File: config.mk
export PLATFORM = sky130hd
export DESIGN_NAME = mac_unit_pragmatic_seq_flat
export DESIGN_NICKNAME = d
export VERILOG_FILES = /design/src/rtl/mac_unit_pragmatic_seq_if.sv /design/src/rtl/mac_unit_pragmatic_seq.sv /design/src/flat_wrapper.sv
export SDC_FILE = /design/constraint.sdc
export NUM_CORES = 2
export LEC_CHECK = 0
export CAP_MARGIN = 20
export CORE_MARGIN = 3
export CORE_UTILIZATION = 50
export CTS_CLUSTER_DIAMETER = 100
export DETAILED_ROUTE_END_ITERATION = 12
export PLACE_DENSITY = 0.7
export SYNTH_ARGS = -nofsm -noshare
export SYNTH_HDL_FRONTEND = slang
export SYNTH_SLANG_ARGS = --single-unit
File: constraint.sdc
create_clock -name clk -period 15 [get_ports clk]
set_input_delay 3 -clock clk [delete_from_list [all_inputs] [get_ports clk]]
set_output_delay 3 -clock clk [all_outputs]
set_load 0.02 [all_outputs]
File: src/rtl/mac_unit_pragmatic_seq_if.sv
// Group-input and result handshake bundle for the Pragmatic bit-serial MAC.
// The master side supplies groups and takes results; the slave side is the MAC.
interface mac_unit_pragmatic_seq_if #(
    parameter int DATA_WIDTH   = 8,
    parameter int VEC_LENGTH   = 16,
    parameter int ACC_WIDTH    = DATA_WIDTH + 16,
    parameter int RESULT_WIDTH = 2 * DATA_WIDTH
);
    // Group input channel
    logic                                 grp_valid;
    logic                                 grp_ready;
    logic [VEC_LENGTH-1:0][DATA_WIDTH-1:0] act_in;
    logic [VEC_LENGTH-1:0][DATA_WIDTH-1:0] wgt_in;
    logic                                 grp_first;
    logic                                 grp_last;
    logic                                 load_accum;
    logic [ACC_WIDTH-1:0]                 accum_prev;

    // Result channel and status
    logic                                 out_valid;
    logic                                 out_ready;
    logic [ACC_WIDTH-1:0]                 accum_out;
    logic [RESULT_WIDTH-1:0]              result;
    logic                                 busy;

    modport master (
        output grp_valid, act_in, wgt_in, grp_first, grp_last, load_accum, accum_prev, out_ready,
        input  grp_ready, out_valid, accum_out, result, busy
    );

    modport slave (
        input  grp_valid, act_in, wgt_in, grp_first, grp_last, load_accum, accum_prev, out_ready,
        output grp_ready, out_valid, accum_out, result, busy
    );
endinterface

File: src/rtl/mac_unit_pragmatic_seq.sv
// Pragmatic (essential-bit serial) dot-product MAC.
// Each weight magnitude is consumed one set bit per cycle per lane, so a group
// takes as many RUN cycles as its largest weight popcount (minimum one).
// Lane terms are summed by a full adder tree into a psum register, which is
// folded into the accumulator one cycle later.
module mac_unit_pragmatic_seq #(
    parameter int DATA_WIDTH   = 8,
    parameter int VEC_LENGTH   = 16,
    parameter int ACC_WIDTH    = DATA_WIDTH + 16,
    parameter int RESULT_WIDTH = 2 * DATA_WIDTH
) (
    input  logic clk,
    input  logic reset,
    mac_unit_pragmatic_seq_if.slave bus
);
    localparam int LOG2   = $clog2(VEC_LENGTH);
    localparam int TW     = 2 * DATA_WIDTH;          // lane term width
    localparam int PW     = TW + LOG2;               // adder tree output width
    localparam int PIDX_W = $clog2(DATA_WIDTH);

    typedef enum logic [1:0] {S_IDLE, S_RUN, S_WRAP, S_OUT} state_t;

    state_t r_state;
    state_t w_state_next;

    logic [VEC_LENGTH-1:0][DATA_WIDTH-1:0] r_act;
    logic [VEC_LENGTH-1:0][DATA_WIDTH-1:0] r_res;
    logic [VEC_LENGTH-1:0]                 r_sign;
    logic                                  r_last;
    logic signed [PW-1:0]                  r_psum;
    logic                                  r_psum_vld;
    logic [ACC_WIDTH-1:0]                  r_acc;

    logic [VEC_LENGTH-1:0][DATA_WIDTH-1:0] w_abs;
    logic [VEC_LENGTH-1:0][DATA_WIDTH-1:0] w_res_clr;
    logic signed [TW-1:0]                  w_term [VEC_LENGTH];
    logic signed [PW-1:0]                  w_psum;
    logic                                  w_accept;
    logic                                  w_run_done;

    assign w_accept   = (r_state == S_IDLE) && bus.grp_valid && !reset;
    assign w_run_done = (w_res_clr == '0);

    // Per-lane magnitude capture and one-bit-per-cycle term generation
    for (genvar gi = 0; gi < VEC_LENGTH; gi++) begin : g_lane
        logic [PIDX_W-1:0]      w_pos;
        logic signed [DATA_WIDTH:0] w_act_ext;
        logic signed [DATA_WIDTH:0] w_act_sgn;

        // |w| as unsigned: the most negative weight maps to 2^(DW-1), which still fits
        assign w_abs[gi] = bus.wgt_in[gi][DATA_WIDTH-1]
                         ? (~bus.wgt_in[gi] + DATA_WIDTH'(1))
                         : bus.wgt_in[gi];

        // Lowest set bit of the residue picks this cycle's shift
        always_comb begin
            w_pos = '0;
            for (int b = DATA_WIDTH - 1; b >= 0; b--) begin
                if (r_res[gi][b]) begin
                    w_pos = PIDX_W'(b);
                end
            end
        end

        // One extra bit so negating the most negative activation stays exact
        assign w_act_ext = {r_act[gi][DATA_WIDTH-1], r_act[gi]};
        assign w_act_sgn = r_sign[gi] ? -w_act_ext : w_act_ext;

        assign w_term[gi]    = (r_res[gi] == '0) ? '0 : (TW'(w_act_sgn) <<< w_pos);
        assign w_res_clr[gi] = r_res[gi] & (r_res[gi] - DATA_WIDTH'(1));
    end

    // Full adder tree, one bit of growth per level
    for (genvar gi = 0; gi < LOG2; gi++) begin : g_lvl
        localparam int N = VEC_LENGTH >> (gi + 1);
        localparam int W = TW + gi + 1;
        logic signed [W-1:0] sum [N];
        for (genvar gj = 0; gj < N; gj++) begin : g_node
            if (gi == 0) begin : g_leaf
                assign sum[gj] = W'(w_term[2*gj]) + W'(w_term[2*gj+1]);
            end else begin : g_inner
                assign sum[gj] = W'(g_lvl[gi-1].sum[2*gj]) + W'(g_lvl[gi-1].sum[2*gj+1]);
            end
        end
    end

    assign w_psum = g_lvl[LOG2-1].sum[0];

    // State register
    always_ff @(posedge clk) begin
        if (reset) begin
            r_state <= S_IDLE;
        end else begin
            r_state <= w_state_next;
        end
    end

    // Next-state logic
    always_comb begin
        w_state_next = r_state;
        case (r_state)
            S_IDLE:  if (w_accept)      w_state_next = S_RUN;
            S_RUN:   if (w_run_done)    w_state_next = S_WRAP;
            S_WRAP:  w_state_next = r_last ? S_OUT : S_IDLE;
            S_OUT:   if (bus.out_ready) w_state_next = S_IDLE;
            default: w_state_next = S_IDLE;
        endcase
    end

    // Datapath: group capture, residue clearing, psum pipeline and accumulation
    always_ff @(posedge clk) begin
        if (reset) begin
            r_act      <= '0;
            r_res      <= '0;
            r_sign     <= '0;
            r_last     <= 1'b0;
            r_psum     <= '0;
            r_psum_vld <= 1'b0;
            r_acc      <= '0;
        end else begin
            r_psum_vld <= (r_state == S_RUN);
            if (r_state == S_RUN) begin
                r_psum <= w_psum;
            end

            if (w_accept) begin
                r_act  <= bus.act_in;
                r_res  <= w_abs;
                r_last <= bus.grp_last;
                for (int i = 0; i < VEC_LENGTH; i++) begin
                    r_sign[i] <= bus.wgt_in[i][DATA_WIDTH-1];
                end
            end else if (r_state == S_RUN) begin
                r_res <= w_res_clr;
            end

            // Seeding only happens in IDLE, where no psum is ever pending
            if (w_accept && bus.grp_first) begin
                r_acc <= bus.load_accum ? bus.accum_prev : '0;
            end else if (r_psum_vld) begin
                r_acc <= r_acc + ACC_WIDTH'(r_psum);
            end
        end
    end

    assign bus.grp_ready = (r_state == S_IDLE) && !reset;
    assign bus.out_valid = (r_state == S_OUT);
    assign bus.busy      = (r_state != S_IDLE);
    assign bus.accum_out = r_acc;
    assign bus.result    = r_acc[ACC_WIDTH-1 -: RESULT_WIDTH];
endmodule

File: src/flat_wrapper.sv
// flat-port wrapper written by rule: the top's interface ports become plain ports
module mac_unit_pragmatic_seq_flat 
#(
    parameter int DATA_WIDTH   = 8,
    parameter int VEC_LENGTH   = 16,
    parameter int ACC_WIDTH    = DATA_WIDTH + 16,
    parameter int RESULT_WIDTH = 2 * DATA_WIDTH
)
  (clk, reset, bus_grp_valid, bus_act_in, bus_wgt_in, bus_grp_first, bus_grp_last, bus_load_accum, bus_accum_prev, bus_out_ready, bus_grp_ready, bus_out_valid, bus_accum_out, bus_result, bus_busy);
  mac_unit_pragmatic_seq_if #(.DATA_WIDTH(DATA_WIDTH), .VEC_LENGTH(VEC_LENGTH), .ACC_WIDTH(ACC_WIDTH), .RESULT_WIDTH(RESULT_WIDTH)) bus_i ();
  input  logic clk;
  input  logic reset;
  input wire logic [$bits(bus_i.grp_valid)-1:0] bus_grp_valid;
  input wire logic [$bits(bus_i.act_in)-1:0] bus_act_in;
  input wire logic [$bits(bus_i.wgt_in)-1:0] bus_wgt_in;
  input wire logic [$bits(bus_i.grp_first)-1:0] bus_grp_first;
  input wire logic [$bits(bus_i.grp_last)-1:0] bus_grp_last;
  input wire logic [$bits(bus_i.load_accum)-1:0] bus_load_accum;
  input wire logic [$bits(bus_i.accum_prev)-1:0] bus_accum_prev;
  input wire logic [$bits(bus_i.out_ready)-1:0] bus_out_ready;
  output wire logic [$bits(bus_i.grp_ready)-1:0] bus_grp_ready;
  output wire logic [$bits(bus_i.out_valid)-1:0] bus_out_valid;
  output wire logic [$bits(bus_i.accum_out)-1:0] bus_accum_out;
  output wire logic [$bits(bus_i.result)-1:0] bus_result;
  output wire logic [$bits(bus_i.busy)-1:0] bus_busy;
  assign bus_i.grp_valid = bus_grp_valid;
  assign bus_i.act_in = bus_act_in;
  assign bus_i.wgt_in = bus_wgt_in;
  assign bus_i.grp_first = bus_grp_first;
  assign bus_i.grp_last = bus_grp_last;
  assign bus_i.load_accum = bus_load_accum;
  assign bus_i.accum_prev = bus_accum_prev;
  assign bus_i.out_ready = bus_out_ready;
  assign bus_grp_ready = bus_i.grp_ready;
  assign bus_out_valid = bus_i.out_valid;
  assign bus_accum_out = bus_i.accum_out;
  assign bus_result = bus_i.result;
  assign bus_busy = bus_i.busy;
  mac_unit_pragmatic_seq #(.DATA_WIDTH(DATA_WIDTH), .VEC_LENGTH(VEC_LENGTH), .ACC_WIDTH(ACC_WIDTH), .RESULT_WIDTH(RESULT_WIDTH)) u_core (.clk(clk), .reset(reset), .bus(bus_i));
endmodule
* Yosys cells after proc, flatten, opt, wreduce, memory -nomap -nowiden *
Cells that the tools add are included.
Widths: inputs -> output; s select.

cells by class
  magnitude comparators = 0
  shift operators = 16
  equal/unequal tests = 6
  div/mod/pow operators = 0
  reductions and logical operators = 27
  bitwise logic cells = 32
  add/sub/neg operators = 64
  multipliers = 0
  multiplexer cells = 186

operators by type and width
  kind                 number
  $mux 3               128
  $mux 128             2
  $mux 16              16
  $sshl 16x3->16       16
  $mux 9               16
  $neg 8->9            16
  $add 16x16->17       8
  $add 8x1->8 const B  16
  $and 8x8->8          16
  $logic_not 128->1    1
  $logic_not 8->1      16
  $mux 8               16
  $not 8->8            16
  $sub 8x1->8 const B  16
  $add 17x17->18       4
  $mux 24              3
  $add 18x18->19       2
  $add 24x24->24       1
  $add 19x19->20       1
  $mux 2               4
  $pmux 2 s4           1
  $reduce_bool 2->1    3
  $eq 2x2->1 const B   2
  $logic_and 1x1->1    4
  6 further kinds      7

word-level totals
  memory bits (writable) = 0
  latch bits = 0
  register bits after elaboration = 320
  word-level logic and storage cells = 369
  bits of input ports = 287
  output and inout bits = 43
  bits in read-only memories = 0
  memories = 0

* Depth between registers and ports, before layout *
  depth in word-level cells = 14
  mapped depth = 31
  gate-level depth less buffers = 30

* Worst setup path after synthesis *
OpenSTA, ideal clock, no wires.

  path kind = register to register
  start point = register u_core.r_res[110] (netlist name)
  end point = register u_core.r_psum[19]
  data required time = 14.914 ns
  stages on the path, launching flop included = 28
  arrival time = 7.180 ns
  setup slack = 7.734 ns
  library setup time = 0.086 ns
  clock period less this slack = 7.266 ns
  buffers on the path = 2
  cell sequence = dfxtp_1 -> clkbuf_1 -> nand2b_1 -> a21oi_1 -> nor2_1 -> nor2_1 -> o21bai_1 -> clkbuf_1 -> mux2i_1 -> mux2i_1 -> o22ai_1 -> fa_1 -> fa_1 -> fa_1 -> fa_1 -> fa_1 -> inv_1 -> fa_1 -> inv_1 -> ha_1 -> and3_1 -> and3_1 -> a21oi_1 -> a2111oi_0 -> a31o_2 -> o31ai_1 -> xnor2_1 -> a211oi_1

between the ends
  longest elaborated chain between the ends = 13
  elaborated cells on any way between the ends = 14
  classes of those cells = add/sub: 4; shift: 1; mux: 8; reduce/logical: 1

RTL lines
  what                    line                           RTL
  start, declared         mac_unit_pragmatic_seq.sv:27   logic [VEC_LENGTH-1:0][DATA_WIDTH-1:0] r_res;
  start signal, assigned  mac_unit_pragmatic_seq.sv:128  r_res <= w_abs;
  start signal, assigned  mac_unit_pragmatic_seq.sv:134  r_res <= w_res_clr;
  $mux 3 (7 in series)    mac_unit_pragmatic_seq.sv:59   if (r_res[gi][b]) begin
  $sshl 16x3->16          mac_unit_pragmatic_seq.sv:69   assign w_term[gi] = (r_res[gi] == '0) ? '0 : (TW'(w_act_sgn) <<< w_pos);
  $mux 16 *               mac_unit_pragmatic_seq.sv:69
  $add 16x16->17 *        mac_unit_pragmatic_seq.sv:80   assign sum[gj] = W'(w_term[2*gj]) + W'(w_term[2*gj+1]);
  $add 17x17->18 *        mac_unit_pragmatic_seq.sv:82   assign sum[gj] = W'(g_lvl[gi-1].sum[2*gj]) + W'(g_lvl[gi-1].sum[2*gj+1]);
  $add 18x18->19 *        mac_unit_pragmatic_seq.sv:82
  $add 19x19->20 *        mac_unit_pragmatic_seq.sv:82
  end signal, assigned    mac_unit_pragmatic_seq.sv:123  r_psum <= w_psum;
  end, declared           mac_unit_pragmatic_seq.sv:30   logic signed [PW-1:0] r_psum;

Every way passes the cells marked *; elsewhere a longest branch is shown, timed or not.
A chain may end at the register's enable or synchronous reset.

* Worst setup path in the final report *
  start point = register u_core.r_res[46] (netlist name)
  end point = register u_core.r_psum[19]

Same word-level chain as after synthesis.

==> results.tsv <==
stage	metric	value	unit
run_status	status	completed	
route	Wirelength per Cell	21.21	µm
place	Final Wtd Congestion	1.050	
sta	Worst-Margin Slew	1111	ps
min_path	hold crit path type	reg2reg	
clock_network	clk_lat worst skew	600	ps
grt	met1 Usage GRT	43.78	%
sta	Max Freq	0.1201	GHz
floorplanning	standard-cell rows	91	
sta	max-slew violation count	0	
power_and_ir_drop	Leak	15.46	nW
grt	number of global-route vias before repair	28416	
sta	final period utilization	55.53	%
min_path	hold path cells	2	
sta	Setup violations, final	0	
sta	RSZ-0062 raised after global routing	false	
floorplanning	Die Ht	258.0	µm
power_and_ir_drop	VDD IR max	0.3854	mV
min_path	hold path startpoint	u_core.r_psum[5]$_SDFFE_PP0P_	
yosys	Syn Inst Count	4144	
setup_path	crit-path max cell delay	860	ps
clock_network	CTS Buffer Depth	3	
clock_network	H-tree depth	2	
setup_path	Crit Path Category	reg2reg	
setup_path	worst r2r path cells	27	
grt	largest net degree at the start of global routing	98	
min_path	Worst Hold End	u_core.r_psum[5]$_SDFFE_PP0P_	
floorplanning	I/O pin count	330	
yosys	asr flop ratio synth	0	%
route	Initial DRT Pass Iterations	6	
clock_network	Root Buffer	clkbuf_16	
yosys	Most used DFF post-synth	dfxtp_1	
yosys	EDFF count, synth	0	
grt	busiest layer in global routing	met2	
setup_path	Critical Path AT	8800	ps
clock_network	CTS buffer count	40	
floorplanning	Initial Util	50.98	%
setup_path	WP data required	15470	ps
route	WL final	109500	µm
power_and_ir_drop	Power Dens Cells	200.7	nW/µm²
grt	Total GRT Usage	32.04	%
yosys	syn_nets	4744	
place	dpl hpwl	88630	µm
clock_network	clk slew on worst S/H paths	60	ps
setup_path	reg-to-reg endpoint	u_core.r_psum[19]$_SDFFE_PP0P_	
final_layout	P&R area growth vs syn	15.35	%
route	Routed Antenna Nets	0	
sta	Setup TNS	0	ps
yosys	yosys warns	0	
grt	antenna violations before repair	6	
yosys	share of the synthesized area in the top cell type	20.17	%
place	pre-CTS setup slack	6847	ps
yosys	unique cell type count in the Yosys netlist	78	
clock_network	cts hold-fix bufs	0	
yosys	Synth area leader	dfxtp_1	
route	via count	30253	
final_layout	FILL cells	5928	
yosys	Avg Inst Size Synth	7.662	µm²
sta	Slew Limit Headroom	25.80	%
clock_network	post-CTS setup buffers	0	
final_layout	layout cells sized above 1	4.092	%
setup_path	crit-path max FO	11	
grt	M2 GR Usage	49.05	%
clock_network	post-CTS sizing	0	
setup_path	Reg2Reg Launch Point	u_core.r_res[46]$_SDFFE_PP0P_	
grt	global-route wire length before repair	166800	µm
floorplanning	die area	66570	µm²
clock_network	clock sinks	320	
sta	final worst slack	6670	ps
grt	GRT overflow	0	
final_layout	Total Nets Final	4897	
setup_path	cell mode on critical path	fa_1	
sta	skew final	38.95	ps
floorplanning	Core Region	62280	µm²
sta	Final min period	8330	ps
route	DRT iter0 DRCs	2919	
setup_path	Critical Path Slowest Stage Cell	o21bai_1	
clock_network	CTS tree	yes	
route	DRC viols	0	
yosys	register area share after synthesis	20.17	%
flow_run	max-cap violation count	0	
grt	M3 GR Usage	8.865	%
setup_path	critical path launch point	u_core.r_res[46]$_SDFFE_PP0P_	
yosys	Yosys reg bits	320	
sta	Final Hold Viols	0	
route	Via density	5.858	
power_and_ir_drop	PnR Total Power	7.351	mW
floorplanning	die width	258.0	µm
setup_path	crit start category	flop	
setup_path	FF-to-FF setup slack	6670	ps
setup_path	Setup crit end kind	flop	
yosys	synth top area cells	dfxtp_1 20%, fa_1 15%, nand2_1 8.2%	
yosys	synthesized area	31750	µm²
place	count of buffers from port buffering	329	
## how the worst max path moves through the flow
stage,end,slack [ps],depth (start not counted)
global route,u_core.r_psum[19]$_SDFFE_PP0P_,6220,27
finish,u_core.r_psum[19]$_SDFFE_PP0P_,6670,27
floorplan,u_core.r_psum[19]$_SDFFE_PP0P_,7730,27
global placement,u_core.r_psum[19]$_SDFFE_PP0P_,6750,25
CTS,u_core.r_psum[19]$_SDFFE_PP0P_,6790,27
detailed placement,u_core.r_psum[19]$_SDFFE_PP0P_,6850,26
## per-layer routing
layer | share of wire [%] | wire length [µm]
met1 | 44 | 47970
met2 | 43 | 46980
met3 | 9.6 | 10530
met4 | 3.7 | 4013
met5 | 0.034 | 37
## synth_stat cells, types with 24 or more instances
master / n
a21oi_1: 314
a22oi_1: 46
a31oi_1: 24
clkbuf_1: 213
dfxtp_1: 320
fa_1: 233
ha_1: 80
inv_1: 358
mux2_2: 39
mux2i_1: 188
nand2_1: 696
nand2b_1: 63
nand3_1: 87
nand3b_1: 96
nor2_1: 265
nor2b_1: 29
nor3_1: 54
o211ai_1: 78
o21ai_0: 184
o21bai_1: 32
o22a_1: 32
o22ai_1: 44
o31ai_1: 105
or3_1: 51
xnor2_1: 132
xor2_1: 75
## sequential cells by signal, indices dropped and copies added, names as in the netlist
name                     cells
u_core.g_lane.w_act_ext    128
u_core.r_psum               20
u_core.r_sign               16
u_core.r_res               128
u_core.bus.accum_out        24
u_core.r_last                1
u_core.r_psum_vld            1
u_core.r_state               2
## per-stage QoR
step                      util [%]  hold slack [ps]  instances  cell area (µm²)
after floorplan                  -            435.6       4144            31750
after global placement       56.70            445.4       5087            35310
after detailed placement     56.71            453.7       5088            35320
after CTS                    58.76            461.6       5159            36600
after global routing         58.81            486.6       5164            36630
final                        58.81            458.4       5164            36630
## cell usage in the layout, fill, tap and decap left out, types with 23 or more instances in the layout
cell type          n
buf_4             36
inv_1            358
o21ai_0          184
fa_1             233
clkdlybuf4s50_1  328
nor2_1           264
xor2_1            75
a31oi_1           24
clkbuf_16         40
dfxtp_1          320
o211ai_1          78
or3_1             51
nand3b_1          96
nand4_1           23
xnor2_1          132
nor3_1            54
a21oi_1          314
nand2_1          695
nand3_1           87
o22ai_1           44
ha_1              80
o31ai_1          102
nand2b_1          62
o21bai_1          32
mux2_2            39
mux2i_1          188
nor2b_1           29
a22oi_1           46
o22a_1            32
## power breakdown
group | internal [mW] | total (mW) | switching [mW]
Sequential | 0.969 | 1.14 | 0.174
Combinational | 2.12 | 5.25 | 3.13
Clock | 0.559 | 0.961 | 0.402
Total | 3.65 | 7.35 | 3.71
## worst max-delay path: cells and delay by family (launching register included)
kind / cells / cell delay, ps
AO/OA/AOI/OAI: 12 / 3320
XOR/XNOR: 1 / 130
adder cells (fa/ha/maj): 7 / 3570
buffers and inverters: 4 / 210
flip-flops: 1 / 490
multiplexers: 1 / 330
AND/OR/NAND/NOR: 2 / 150
## kinds of logic (layout without fill, tap and decap cells)
| logic type | after synthesis | count (layout) | synth area share [%] |
|---|---|---|---|
| compound gates | 1001 | 1001 | 20.00 |
| xor+xnor | 207 | 207 | 5.710 |
| fa+ha+maj | 314 | 314 | 17.87 |
| buf+inv | 612 | 794 | 7.601 |
| flops | 320 | 320 | 20.17 |
| mux | 227 | 227 | 7.309 |
| other cells | 0 | 1 | 0 |
| simple gates | 1463 | 1463 | 21.33 |
## cell type report
cell class	instances	area, µm²	area share (%)
diodes	1	2.502	0.006832
inverters	358	1344	3.669
well taps	837	1047	2.859
clock buffers	61	1180	3.221
multi-input cells	3212	22980	62.75
flip-flops and latches	320	6406	17.49
repair buffers	365	3568	9.742
clock inverters	10	96.34	0.2630
Note: power is estimated with default switching activity, not from simulation.
